==> config.mk <==
export PLATFORM = sky130hd
export DESIGN_NAME = seq_muldiv_unit
export DESIGN_NICKNAME = d
export VERILOG_FILES = /design/src/rtl/seq_muldiv_unit.sv
export SDC_FILE = /design/constraint.sdc
export NUM_CORES = 1
export LEC_CHECK = 0
export BUFFER_PORTS_ARGS = -buffer_cell sky130_fd_sc_hd__buf_2
export CAP_MARGIN = 15
export CORE_MARGIN = 1
export CORE_UTILIZATION = 60
export CTS_CLUSTER_SIZE = 14
export DETAILED_ROUTE_END_ITERATION = 8
export GPL_TIMING_DRIVEN = 0
export PLACE_DENSITY_LB_ADDON = 0.08
export SETUP_SLACK_MARGIN = 0.02
export SYNTH_ARGS = -nofsm -noshare
export SYNTH_HDL_FRONTEND = slang
export SYNTH_SLANG_ARGS = --single-unit
==> constraint.sdc <==
create_clock -name clk -period 13.32 [get_ports clk]
set_clock_uncertainty 0.05 [all_clocks]
set_input_delay 2.664 -clock clk [delete_from_list [all_inputs] [get_ports clk]]
set_output_delay 2.664 -clock clk [all_outputs]
set_load 0.02 [all_outputs]
==> src/rtl/seq_muldiv_unit.sv <==
// Multi-cycle signed multiply (radix-2 Booth) / divide (non-restoring) unit with start/busy/done handshake.
// Optional macro MULDIV_EARLY_TERM_EN: multiply finishes as soon as the remaining Booth pairs are all no-ops.
module seq_muldiv_unit #(
  parameter int WIDTH = 32,
  parameter int CNT_W = $clog2(WIDTH) + 1
) (
  input  logic             clk,
  input  logic             clr,
  input  logic             start,
  input  logic [4:0]       op_code,
  input  logic [WIDTH-1:0] a,
  input  logic [WIDTH-1:0] b,
  output logic             busy,
  output logic             done,
  output logic [WIDTH-1:0] hi,
  output logic [WIDTH-1:0] lo,
  output logic             div_by_zero
);
  localparam logic [4:0] OP_MUL = 5'b10000;
  localparam logic [4:0] OP_DIV = 5'b01111;
  localparam int AW = 2 * WIDTH + 1;
  localparam int RW = WIDTH + 2;

  typedef enum logic [2:0] {
    S_IDLE = 3'd0,
    S_MUL  = 3'd1,
    S_DIV  = 3'd2,
    S_FIX  = 3'd3,
    S_DONE = 3'd4
  } state_t;

  state_t           state_r;
  logic [CNT_W-1:0] cnt_r;
  logic [AW-1:0]    acc_r;  // {upper, multiplier remainder, booth q(-1)}
  logic [WIDTH-1:0] mcand_r;
  logic [WIDTH-1:0] dvsr_r;
  logic [WIDTH-1:0] quo_r;
  logic [WIDTH-1:0] dvnd_r;
  logic [RW-1:0]    rem_r;
  logic             q_neg_r;
  logic             r_neg_r;
  logic             dbz_r;

  logic [WIDTH:0]   upper_ext_s;
  logic [WIDTH:0]   mcand_ext_s;
  logic [WIDTH:0]   sum_s;
  logic [AW-1:0]    booth_next_s;
  logic [RW-1:0]    rem_sh_s;
  logic [RW-1:0]    dvsr_ext_s;
  logic [RW-1:0]    rem_nx_s;
  logic [WIDTH-1:0] quo_nx_s;
  logic [WIDTH-1:0] rem_mag_s;
  logic [WIDTH-1:0] hi_div_s;
  logic [WIDTH-1:0] lo_div_s;
  logic [WIDTH-1:0] abs_a_s;
  logic [WIDTH-1:0] abs_b_s;
  logic             is_mul_s;
  logic             is_div_s;
  logic             last_iter_s;

  // Decode, operand magnitudes and iteration bound
  always_comb begin
    is_mul_s    = (op_code == OP_MUL);
    is_div_s    = (op_code == OP_DIV);
    abs_a_s     = a[WIDTH-1] ? (-a) : a;
    abs_b_s     = b[WIDTH-1] ? (-b) : b;
    last_iter_s = (cnt_r == CNT_W'(WIDTH - 1));
  end

  // One Booth step; the sum is kept one bit wider so a most-negative multiplicand cannot overflow
  always_comb begin
    upper_ext_s = {acc_r[AW-1], acc_r[AW-1:WIDTH+1]};
    mcand_ext_s = {mcand_r[WIDTH-1], mcand_r};
    case (acc_r[1:0])
      2'b01:   sum_s = upper_ext_s + mcand_ext_s;
      2'b10:   sum_s = upper_ext_s - mcand_ext_s;
      default: sum_s = upper_ext_s;
    endcase
    booth_next_s = {sum_s, acc_r[WIDTH:1]};
  end

  // One non-restoring division step plus the final remainder correction and sign fix
  always_comb begin
    dvsr_ext_s = {2'b00, dvsr_r};
    rem_sh_s   = {rem_r[RW-2:0], quo_r[WIDTH-1]};
    if (rem_r[RW-1]) begin
      rem_nx_s = rem_sh_s + dvsr_ext_s;
    end else begin
      rem_nx_s = rem_sh_s - dvsr_ext_s;
    end
    quo_nx_s = {quo_r[WIDTH-2:0], ~rem_nx_s[RW-1]};
    if (rem_r[RW-1]) begin
      rem_mag_s = rem_r[WIDTH-1:0] + dvsr_r;
    end else begin
      rem_mag_s = rem_r[WIDTH-1:0];
    end
    hi_div_s = r_neg_r ? (-rem_mag_s) : rem_mag_s;
    lo_div_s = q_neg_r ? (-quo_r) : quo_r;
  end

`ifdef MULDIV_EARLY_TERM_EN
  logic [CNT_W-1:0]   rem_cnt_s;
  logic [WIDTH:0]     mask_s;
  logic               early_s;
  logic [2*WIDTH-1:0] early_prod_s;

  // Remaining pairs are no-ops when every unexamined multiplier bit equals q(-1)
  always_comb begin
    rem_cnt_s    = CNT_W'(WIDTH) - cnt_r;
    mask_s       = {(WIDTH+1){1'b1}} >> cnt_r;
    early_s      = (((acc_r[WIDTH:0] ^ {(WIDTH+1){acc_r[0]}}) & mask_s) == {(WIDTH+1){1'b0}});
    early_prod_s = $signed(acc_r[AW-1:1]) >>> rem_cnt_s;
  end
`endif

  // Control FSM with registered handshake and result outputs
  always_ff @(posedge clk or posedge clr) begin
    if (clr) begin
      state_r     <= S_IDLE;
      cnt_r       <= {CNT_W{1'b0}};
      acc_r       <= {AW{1'b0}};
      mcand_r     <= {WIDTH{1'b0}};
      dvsr_r      <= {WIDTH{1'b0}};
      quo_r       <= {WIDTH{1'b0}};
      dvnd_r      <= {WIDTH{1'b0}};
      rem_r       <= {RW{1'b0}};
      q_neg_r     <= 1'b0;
      r_neg_r     <= 1'b0;
      dbz_r       <= 1'b0;
      busy        <= 1'b0;
      done        <= 1'b0;
      hi          <= {WIDTH{1'b0}};
      lo          <= {WIDTH{1'b0}};
      div_by_zero <= 1'b0;
    end else begin
      case (state_r)
        S_IDLE: begin
          done <= 1'b0;
          if (start && (is_mul_s || is_div_s)) begin
            busy        <= 1'b1;
            div_by_zero <= 1'b0;
            cnt_r       <= {CNT_W{1'b0}};
            if (is_mul_s) begin
              acc_r   <= {{WIDTH{1'b0}}, b, 1'b0};
              mcand_r <= a;
              state_r <= S_MUL;
            end else begin
              dvnd_r  <= a;
              dvsr_r  <= abs_b_s;
              quo_r   <= abs_a_s;
              rem_r   <= {RW{1'b0}};
              q_neg_r <= a[WIDTH-1] ^ b[WIDTH-1];
              r_neg_r <= a[WIDTH-1];
              dbz_r   <= (b == {WIDTH{1'b0}});
              state_r <= (b == {WIDTH{1'b0}}) ? S_FIX : S_DIV;
            end
          end
        end
        S_MUL: begin
`ifdef MULDIV_EARLY_TERM_EN
          if (early_s) begin
            hi      <= early_prod_s[2*WIDTH-1:WIDTH];
            lo      <= early_prod_s[WIDTH-1:0];
            busy    <= 1'b0;
            done    <= 1'b1;
            state_r <= S_DONE;
          end else
`endif
          begin
            acc_r <= booth_next_s;
            cnt_r <= cnt_r + CNT_W'(1);
            if (last_iter_s) begin
              hi      <= booth_next_s[AW-1:WIDTH+1];
              lo      <= booth_next_s[WIDTH:1];
              busy    <= 1'b0;
              done    <= 1'b1;
              state_r <= S_DONE;
            end
          end
        end
        S_DIV: begin
          rem_r <= rem_nx_s;
          quo_r <= quo_nx_s;
          cnt_r <= cnt_r + CNT_W'(1);
          if (last_iter_s) begin
            state_r <= S_FIX;
          end
        end
        S_FIX: begin
          busy    <= 1'b0;
          done    <= 1'b1;
          state_r <= S_DONE;
          if (dbz_r) begin
            hi          <= dvnd_r;
            lo          <= {WIDTH{1'b1}};
            div_by_zero <= 1'b1;
          end else begin
            hi <= hi_div_s;
            lo <= lo_div_s;
          end
        end
        S_DONE: begin
          done    <= 1'b0;
          state_r <= S_IDLE;
        end
        default: begin
          busy    <= 1'b0;
          done    <= 1'b0;
          state_r <= S_IDLE;
        end
      endcase
    end
  end
endmodule
After elaboration in Yosys (flattened, before gate mapping). Cells that the tools add are included.

Add/sub/neg operators: 10. Equal/unequal tests: 15. Multiplexer cells: 38. Bitwise operators: 5. Reduce and logical (&&, ||, !) cells: 21.

Operators by type and width (count): two-way mux 32 bit (11); case mux 32 bit (2 select lines) (3); two-way mux 65 bit (2); case mux 65 bit (2 select lines) (1); negator 32 bit (4); two-way mux 34 bit (3); case mux 34 bit (2 select lines) (1); case mux 33 bit (2 select lines) (1); adder 34 x 32 -> 34 bit (1); subtractor 34 x 32 -> 34 bit (1); adder 32 x 32 -> 33 bit (1); subtractor 32 x 32 -> 33 bit (1); adder 32 bit (1); logical NOT 32 bit (1); AND reduction 3 bit (7); inequality test 2 bit, second input constant (6); case mux 3 bit (4 select lines) (1); case mux 6 bit (2 select lines) (1); nonzero test 2 bit (5); two-way mux 3 bit (3); adder 6 x 1 -> 6 bit, second input constant (1); == test 3 x 2 -> 1 bit, second input constant (2); == test 6 x 5 -> 1 bit, second input constant (1); two-way mux 1 bit (6); other kinds (17) (24).

Register bits: 306. Input bits: 72. Output and inout port bits: 67. Logic and storage cells: 105.

Longest topological paths before layout. Gate-level depths: netlist of run 1.

Depth in word-level cells: 6. Mapped depth: 23. Gate-level depth less buffers: 21.

Worst setup path after synthesis of run 1. Ideal clock, no wire load.

Path kind: register to register. Start point: register rem_r[33]. End point: register rem_r[33]. Library setup time: 0.121 ns. Arrival time: 5.042 ns. Required time: 13.149 ns. Path slack: 8.107 ns. Cell stages (with the launch flop): 22. Buffers on the path: 8. Clock period less this slack: 5.213 ns. Cell sequence: dfrtp_1 > buf_2 > buf_2 > clkbuf_1 > buf_2 > buf_1 > clkbuf_1 > clkbuf_1 > buf_1 > nor2_1 > xor2_1 > ha_1 > a21oi_1 > o21bai_1 > a2111oi_0 > o21a_1 > o31ai_1 > a41oi_1 > o21bai_1 > a21oi_1 > xnor2_1 > a22o_1.

Cells in the longest elaborated chain, start to end: 2.

Ends and longest elaborated chain: from (decl) (line 39) `logic [RW-1:0] rem_r;`; from (signal assigned) (line 126) `rem_r <= {RW{1'b0}};`; from (signal assigned) (line 151) `rem_r <= {RW{1'b0}};`; from (signal assigned) (line 182) `rem_r <= rem_nx_s;`; two-way mux 34 bit (line 86) `if (rem_r[RW-1]) begin`; case mux 34 bit (2 select lines) (line 136) `case (state_r)`.

Every way passes these cells. A chain may end at the register's enable or synchronous reset.

Worst setup path in the final report of run 1.
Start point: register rem_r[33]. End point: register quo_r[0].

Cells in the longest elaborated chain, start to end: 3.

Ends and longest elaborated chain: two-way mux 34 bit (line 86); NOT 1 bit (line 91) `quo_nx_s = {quo_r[WIDTH-2:0], ~rem_nx_s[RW-1]};`; case mux 32 bit (2 select lines) (line 136); to (signal assigned) (line 124) `quo_r <= {WIDTH{1'b0}};`; to (signal assigned) (line 150) `quo_r <= abs_a_s;`; to (signal assigned) (line 183) `quo_r <= quo_nx_s;`; to (decl) (line 37) `logic [WIDTH-1:0] quo_r;`.

Every way passes these cells.

==> results of run 1 <==
worst max-delay path by stage:
stage,startpoint,end,slack (ns),cells past startpoint
after global placement,clr,acc_r[41],-1.25,2
after detailed placement,rem_r[33],quo_r[0],5.85,22
final,rem_r[33],quo_r[0],5.42,22
after floorplan,clr,acc_r[0],2.18,1
after CTS,rem_r[33],quo_r[0],5.73,22
after global routing,rem_r[33],quo_r[0],5.16,22
cell families (layout without fill, tap and decap cells):
| family | Yosys count | in the layout | synth area share [%] |
|---|---|---|---|
| multiplexers | 84 | 84 | 3.98 |
| AND/OR/NAND/NOR | 878 | 878 | 18.1 |
| XOR/XNOR | 229 | 229 | 9.02 |
| buffers and inverters | 219 | 429 | 3.76 |
| adder cells (fa/ha/maj) | 107 | 107 | 6.12 |
| flip-flops | 305 | 305 | 34.3 |
| other | 0 | 3 | 0 |
| AO/OA/AOI/OAI | 870 | 870 | 24.7 |
power by group through the flow:
| stage | sequential, mW | combinational, mW | clock (mW) |
|---|---|---|---|
| global route | 1.29 | 2.83 | 1.16 |
| global placement | 1.28 | 2.45 | 0 |
| floorplan | 1.20 | 1.91 | 0 |
| finish | 1.28 | 2.60 | 1.12 |
| detailed placement | 1.28 | 2.52 | 0 |
| CTS | 1.27 | 2.54 | 1.12 |
area by class of cell:
type	instances	area [um2]
buffer	148	571
fill	3077	11600
multi-input combinational	2168	13800
clock inverter	14	226
clock buffer	53	1110
timing repair buffer	143	766
inverter	71	274
antenna	3	7.51
sequential	305	7630
tap	468	586
critical path: stages, from the launching register on:
cell and delay, ns:
dfrtp_1 0.33, buf_2 0.25, buf_2 0.30, clkbuf_1 0.48
buf_2 0.33, buf_1 0.38, clkbuf_1 0.59, clkbuf_1 0.63
buf_1 0.61, nor2_1 0.14, xor2_1 0.19, ha_1 0.34
a21oi_1 0.23, o21bai_1 0.14, a2111oi_0 0.97, buf_1 0.24
o21a_1 0.24, o31ai_1 0.20, a41oi_1 0.31, o21bai_1 0.09
a21oi_1 0.19, xnor2_1 0.29, o21ai_0 0.19
registers in the layout (all words and copies together), names as in the netlist:
name / count
state_r: 3
q_neg_r: 1
hi: 32
rem_r: 34
busy: 1
dvnd_r: 32
lo: 32
mcand_r: 32
dvsr_r: 32
div_by_zero: 1
cnt_r: 6
acc_r: 65
dbz_r: 1
quo_r: 32
done: 1
metal layers:
metal,routed length (um),up-vias
met5,0,-
met4,4230,0
met3,8360,234
met2,34800,1188
met1,32500,10800
li1,-,10100
metrics by stage:
step / instance area [um2] / util, %
global placement: 23500 / 64.4
CTS: 24900 / 68.3
detailed placement: 23600 / 64.6
finish: 24900 / 68.3
global route: 24900 / 68.3
floorplan: 22200 / -
cell usage after synthesis, drive strengths merged (6+ instances only):
cell type / number / area, um2
nand4: 27 / 169
a31o: 7 / 61.3
or3: 31 / 199
o41ai: 20 / 190
o21ai: 322 / 1610
o211ai: 17 / 133
nor2: 170 / 638
nor4: 22 / 138
nand3b: 7 / 56.3
nor2b: 20 / 125
mux2: 35 / 394
or2: 6 / 37.5
a22oi: 24 / 180
xnor2: 109 / 955
xor2: 120 / 1050
o221ai: 10 / 87.6
a31oi: 26 / 169
and3: 21 / 131
o2111ai: 7 / 61.3
a2111oi: 7 / 80.1
nand3: 58 / 290
a221o: 14 / 140
o22ai: 43 / 269
o21a: 17 / 128
o21bai: 13 / 97.6
nand2: 391 / 1470
ha: 104 / 1300
a21o: 44 / 330
o311ai: 6 / 52.6
or4: 16 / 120
a21oi: 169 / 850
a21boi: 10 / 75.1
and2: 14 / 87.6
nand2b: 34 / 213
dfrtp: 305 / 7630
buf: 29 / 123
o31a: 9 / 78.8
mux2i: 49 / 490
inv: 71 / 267
a211oi: 24 / 195
o31ai: 40 / 314
clkbuf: 119 / 448
nor3: 45 / 225
cell usage in the layout (no fill, tap or decap), types with 22 or more instances in the layout:
| cell type | instances |
|---|---|
| clkbuf_16 | 37 |
| nor4_1 | 22 |
| ha_1 | 104 |
| buf_2 | 150 |
| a22oi_1 | 24 |
| nor2_1 | 170 |
| nor3_1 | 44 |
| a31oi_1 | 25 |
| o31ai_1 | 39 |
| a21oi_1 | 168 |
| inv_1 | 70 |
| dfrtp_1 | 305 |
| nand4_1 | 27 |
| xor2_1 | 120 |
| o22ai_1 | 43 |
| nand2_1 | 391 |
| xnor2_1 | 109 |
| mux2_2 | 35 |
| mux2i_1 | 49 |
| nand3_1 | 58 |
| o21ai_0 | 317 |
| a21o_1 | 44 |
| clkbuf_1 | 122 |
| nand2b_1 | 34 |
| or3_1 | 30 |
==> impl_results.md, run 1 <==
* Worst-path clk slew at 0.06 ns
* ANT nets after route at 0
* Routability cong. at 1.01
* Data arrival time of the critical path at 8.26 ns
* Post-Synthesis Cell Area at 0.0222 mm2
* WHS Path Cells at 1
* Netlist cell types at 81
* First-pass GRT wire length at 122000 um
* Hold EP: hi[9]
* Comb pwr share at 51.9%
* Vias in the first global route at 21300
* Std-Cell Rows at 70
* Chip height at 195 um
* Syn avg cell area at 8.26 um2
* Flops & latches, synth at 305
* Port Buffers at 137
* Grt total ovfl at 0
* Final worst path period share at approximately 60%
* R2R Path End: quo_r[0]
* Crit path time final at 7.90 ns
* Flop pwr share at 25.6%
* Fin nets at 3053
* Ys async rst share at 100%
* Initial Utilization at between 60% and 70%
* Critical Path RT at about 14 ns
* DRC errors left at 0
* Type of origin of the critical path: flop
* Met2 usage at a little under two thirds
* Reg2Reg Depth at 22
* Area grow syn2layout at 12.2%
* Slew Limit Fails at 0
* Post-synth EDFFs at 0
* Status: completed
* Number of I/O pins at 139
* Setup violations, final at 0
* Drt pass-1 iters at 6
* Die outline area at 0.0378 mm2
* H-Tree Level Count at 2
* Critical Path Sink Type: flop
* Mapped Cells at 2692
* Leakage power at 11.3 nW
* Sw Ratio at between 40% and 50%
* CTS tree: yes
* Gr busiest metal: met2
* HP Start: hi[9]
* Final worst-path setup slack at between 5 and 6 ns
* Fmax at 127 MHz
* Drt initial violations at 2244
* Skew-Pair Late Insertion Delay at 0.58 ns
* Num CTS Buffers at 37
* FF-to-FF setup slack at 5.42 ns
* Crit path max fanout at 10
* Power per cell area at 200 mW/mm2
* WHS at 0.426 ns
* R2R Path Start: rem_r[33]
* RSZ-0062 raised after global routing: no
* Final wirelength at 79900 um
* Core region area at 0.0365 mm2
* Total GRT Usage at 41.9%
* Crit Path Class: flop to flop
* Tightest Hold Check Type: flop to flop
* Worst VDD drop at roughly 120 uV
* Die W at ~190 um
* Post-Route Setup TNS at 0 ns
* Clock power frac at roughly 22%
* Number of gates resized after cts at 0
* Share of layout cells above drive strength 1 at 9.72%
* DR WL/cell at 23.7 um
* Layout Cells excl Fill at 3373
* Slew margin rel. at 26.7%
* Synth Warn # at 0
* Largest net degree at the start of global routing at approximately 130
* Placed instance count at ~3300
* HPWL Detailed at approximately 62000 um
* Main synth FF type: dfrtp_1
* Grt met1 use at 55.9%
* CTS Hold Bufs at 0
* Int Pwr at 2.75 mW
* Total power at 5.00 mW
* Post-CTS Setup Bufs at 0
* Clock Tree Buf Depth at 3
* Worst Max-Slew Pin Slew at around 1.1 ns
* P_sw at approximately 2.2 mW
* Dpl ws at 5.85 ns
* Via Count at 22300
* Clk sinks at about 300
* Syn Nets at between 2000 and 3000
* Initial antenna violation count at 7
* Max-cap violations at 0
* Register area share after synthesis at 34.3%
* Final Hold Fails at 0
* Clock root buffer: clkbuf_16
* Number of vias per cell at about 6.6
* Met3 Use GR at a little over a tenth
(Power assumes the default switching activity.)
==> run 2: changes to the inputs <==
--- a/config.mk
+++ b/config.mk
@@ -8,7 +8,7 @@
 export BUFFER_PORTS_ARGS = -buffer_cell sky130_fd_sc_hd__buf_2
 export CAP_MARGIN = 15
 export CORE_MARGIN = 1
-export CORE_UTILIZATION = 60
+export CORE_UTILIZATION = 57
 export CTS_CLUSTER_SIZE = 14
 export DETAILED_ROUTE_END_ITERATION = 8
 export GPL_TIMING_DRIVEN = 0
==> constraint.sdc (replaced) <==
create_clock -name clk -period 7.2 [get_ports clk]
set_clock_uncertainty 0.05 [all_clocks]
set_input_delay 1.44 -clock clk [delete_from_list [all_inputs] [get_ports clk]]
set_output_delay 1.44 -clock clk [all_outputs]
set_load 0.02 [all_outputs]
==> run 2 against run 1 <==
Die area is 5.2% higher. Sequential power rose by 85%. Via count increased by 0.98%. Non-clock buffer count rose by 6. Count of clock-buffer cells in the layout increased by 3. Cell count grew 1.3%. Power rose by 86%. Final area increased by 0.58%. Combinational power is 87% higher. First-iteration DRC count up 1.9%. Fmax up 18%. Largest power group unchanged. Highest routed layer unchanged.
==> impl_results.md, run 2 (synthesized netlist as in run 1, its figures left out) <==
* Dpl ws at -0.559 ns (-6.41 ns)
* Crit Path Class: flop to flop
* Crit path time final at 6.67 ns (-1.23 ns)
* Clock power frac at 22.1% (-0.3 points)
* Crit path launch: rem_r[33]
* Most common cell after layout, fill and taps aside: nand2_1
* Design area at 0.0251 mm2 (+0.58%)
* Via Count at 22600 (+0.98%)
* Slew margin rel. at 31.7% (+5.0 points)
* Routability cong. at 0.988 (-2.0%)
* Vias in the first global route at 21100 (-0.59%)
* RSZ-0062 raised after global routing: no
* Most frequent cells in the layout: nand2_1 (391), o21ai_0 (317), dfrtp_1 (305)
* R2R Path Start: rem_r[33]
* Number of I/O pins at 139 (unchanged)
* Grt total ovfl at 0 (unchanged)
* Fin nets at 3060 (+0.23%)
* Drt pass-1 iters at 6 (unchanged)
* Std-Cell Rows at 71 (+1.4%)
* Final wirelength at 81900 um (+2.5%)
* Initial antenna violation count at 2 (-5)
* Sw Ratio at 45.5% (+0.48 points)
* Data arrival time of the critical path at 7.06 ns (-1.20 ns)
* Leakage power at 11.4 nW (+0.44%)
* Post-Route Setup TNS at 0 ns (unchanged)
* H-Tree Level Count at 2 (unchanged)
* Slew Limit Fails at 0 (unchanged)
* Final Hold Fails at 0 (unchanged)
* CP max-delay cell: o31ai_2
* Setup violations, final at 0 (unchanged)
* First-pass GRT wire length at 123000 um (+1.3%)
* Type of origin of the critical path: flop
* Tightest Hold Check Type: flop to flop
* Slowest Stage Delay on Critical Path at 0.51 ns (-0.46 ns)
* Placement Cell Area at 0.0238 mm2 (+0.70%)
* Skew-Pair Late Insertion Delay at 0.59 ns (about the same)
* Post-layout util at 66.0% (-2.3 points)
* Antenna diode instance count at 0 (-3)
* CTS Hold Bufs at 0 (unchanged)
* DR WL/cell at 24.0 um (+1.2%)
* Area grow syn2layout at 12.8%
* Final worst-path setup slack at 0.530 ns (-4.89 ns)
* Largest net degree at the start of global routing at 45 (-66%)
* DRC errors left at 0 (unchanged)
* Worst Max-Slew Pin Slew at 1.02 ns (-0.0551 ns)
* Worst path cell trace: buf_2 -> buf_2 -> buf_2 -> buf_1 -> clkbuf_2 -> clkbuf_2 -> buf_1 -> a21oi_1 -> xor2_1 -> ha_1 -> a21o_1 -> a21oi_1 -> o21ai_0 -> o221ai_1 -> o31ai_2 -> a41oi_1 -> o21bai_1 -> a21oi_1 -> xnor2_1 -> o21ai_0
* Max-cap violations at 0 (unchanged)
* Flop pwr share at 25.5% (about the same)
* CP delay by family, top: buffers and inverters
* Drt initial violations at 2287 (+1.9%)
* Total GRT Usage at 41.2% (-0.77 points)
* # fillers at 3308 (+7.5%)
* Clock root buffer: clkbuf_16
* Fmax at 150 MHz (+18%)
* HP Start: hi[10]
* Die outline area at 0.0398 mm2 (+5.2%)
* Post-CTS Setup Bufs at 0 (unchanged)
* Chip height at 200 um (+2.6%)
* Final worst path period share at 92.6% (+33 points)
* CTS tree: yes
* Int Pwr at 5.07 mW (+84%)
* Max reg flops at 65 (unchanged)
* ANT nets after route at 0 (unchanged)
* Regs by FF count: acc_r x65, rem_r x34
* Clock Tree Buf Depth at 3 (unchanged)
* Critical Path Sink Type: flop
* HPWL Detailed at 63600 um (+2.5%)
* Initial Utilization at 58.5% (-2.4 points)
* Worst-path clk slew at 0.06 ns (about the same)
* Top reg by flops: acc_r
* Crit path max fanout at 19 (+9)
* Critical Path RT at 7.59 ns (-6.09 ns)
* Status: completed
* P_sw at 4.23 mW (+88%)
* Comb pwr share at 52.4% (+0.5 points)
* Num CTS Buffers at 38 (+2.7%)
* Power per cell area at 370 mW/mm2 (+85%)
* Clk sinks at 305 (unchanged)
* Die W at 200 um (+2.6%)
* Port Buffers at 137 (unchanged)
* Number of vias per cell at 6.60 (-0.35%)
* WHS at 0.421 ns (-0.00460 ns)
* Share of layout cells above drive strength 1 at 9.94% (+0.22 points)
* Worst VDD drop at 240 uV (+94%)
* Core region area at 0.0380 mm2 (+4.1%)
* Crit path buffers/inverters at 7 (-2)
run 2: worst paths after layout:
path | to | slack [ns] | cells past startpoint
min | hi[10] | 0.42 | 2
max in group asynchronous | acc_r[20] | 4.53 | 8
min reg2reg | hi[10] | 0.42 | 2
min in group asynchronous | hi[1] | 0.82 | 2
max reg2reg | quo_r[0] | 0.53 | 20
max | quo_r[0] | 0.53 | 20
run 2: power groups by stage:
stage	clock, mW	sequential, mW	combinational, mW
3_3_place_gp	0	2.37	4.59
3_5_place_dp	0	2.38	4.71
2_1_floorplan	0	2.22	3.53
6_report	2.06	2.37	4.87
4_1_cts	2.06	2.35	4.77
5_1_grt	2.12	2.39	5.34
run 2: through the flow:
| stage | cells | power (mW) |
|---|---|---|
| floorplan | 2692 | 5.76 |
| global placement | 3340 | 6.96 |
| detailed placement | 3351 | 7.09 |
| CTS | 3417 | 9.18 |
| global route | 3418 | 9.84 |
| finish | 3418 | 9.30 |
run 2: area by class of cell:
class	count	area [um2]	area share, %
Multi-Input combinational cell	2168	13800	54.9
Sequential cell	305	7630	30.4
Clock buffer	56	1130	4.50
Timing Repair Buffer	150	893	3.56
Tap cell	511	639	2.55
Buffer	147	572	2.28
Inverter	71	270	1.08
Clock inverter	10	171	0.683
run 2: what timing repair did:
item                                    in CTS  in global routing
hold endpoints to repair                     0                  0
endpoints found under the setup margin       6                  4
gates resized for setup                      4                  2
run 2: per-layer routing:
| metal | track usage [%] | up-vias | part of all wire [%] |
|---|---|---|---|
| li1 | - | 10200 | - |
| met1 | 56.3 | 11000 | 42 |
| met3 | 10.0 | 230 | 11 |
| met4 | 17.7 | 0 | 4.5 |
| met2 | 61.8 | 1211 | 43 |
| met5 | 0 | - | 0 |
run 2: worst min-delay path: stages, from the launching register on:
cell and delay [ns]:
dfrtp_1 0.33, nand2_1 0.04, o21ai_0 0.06
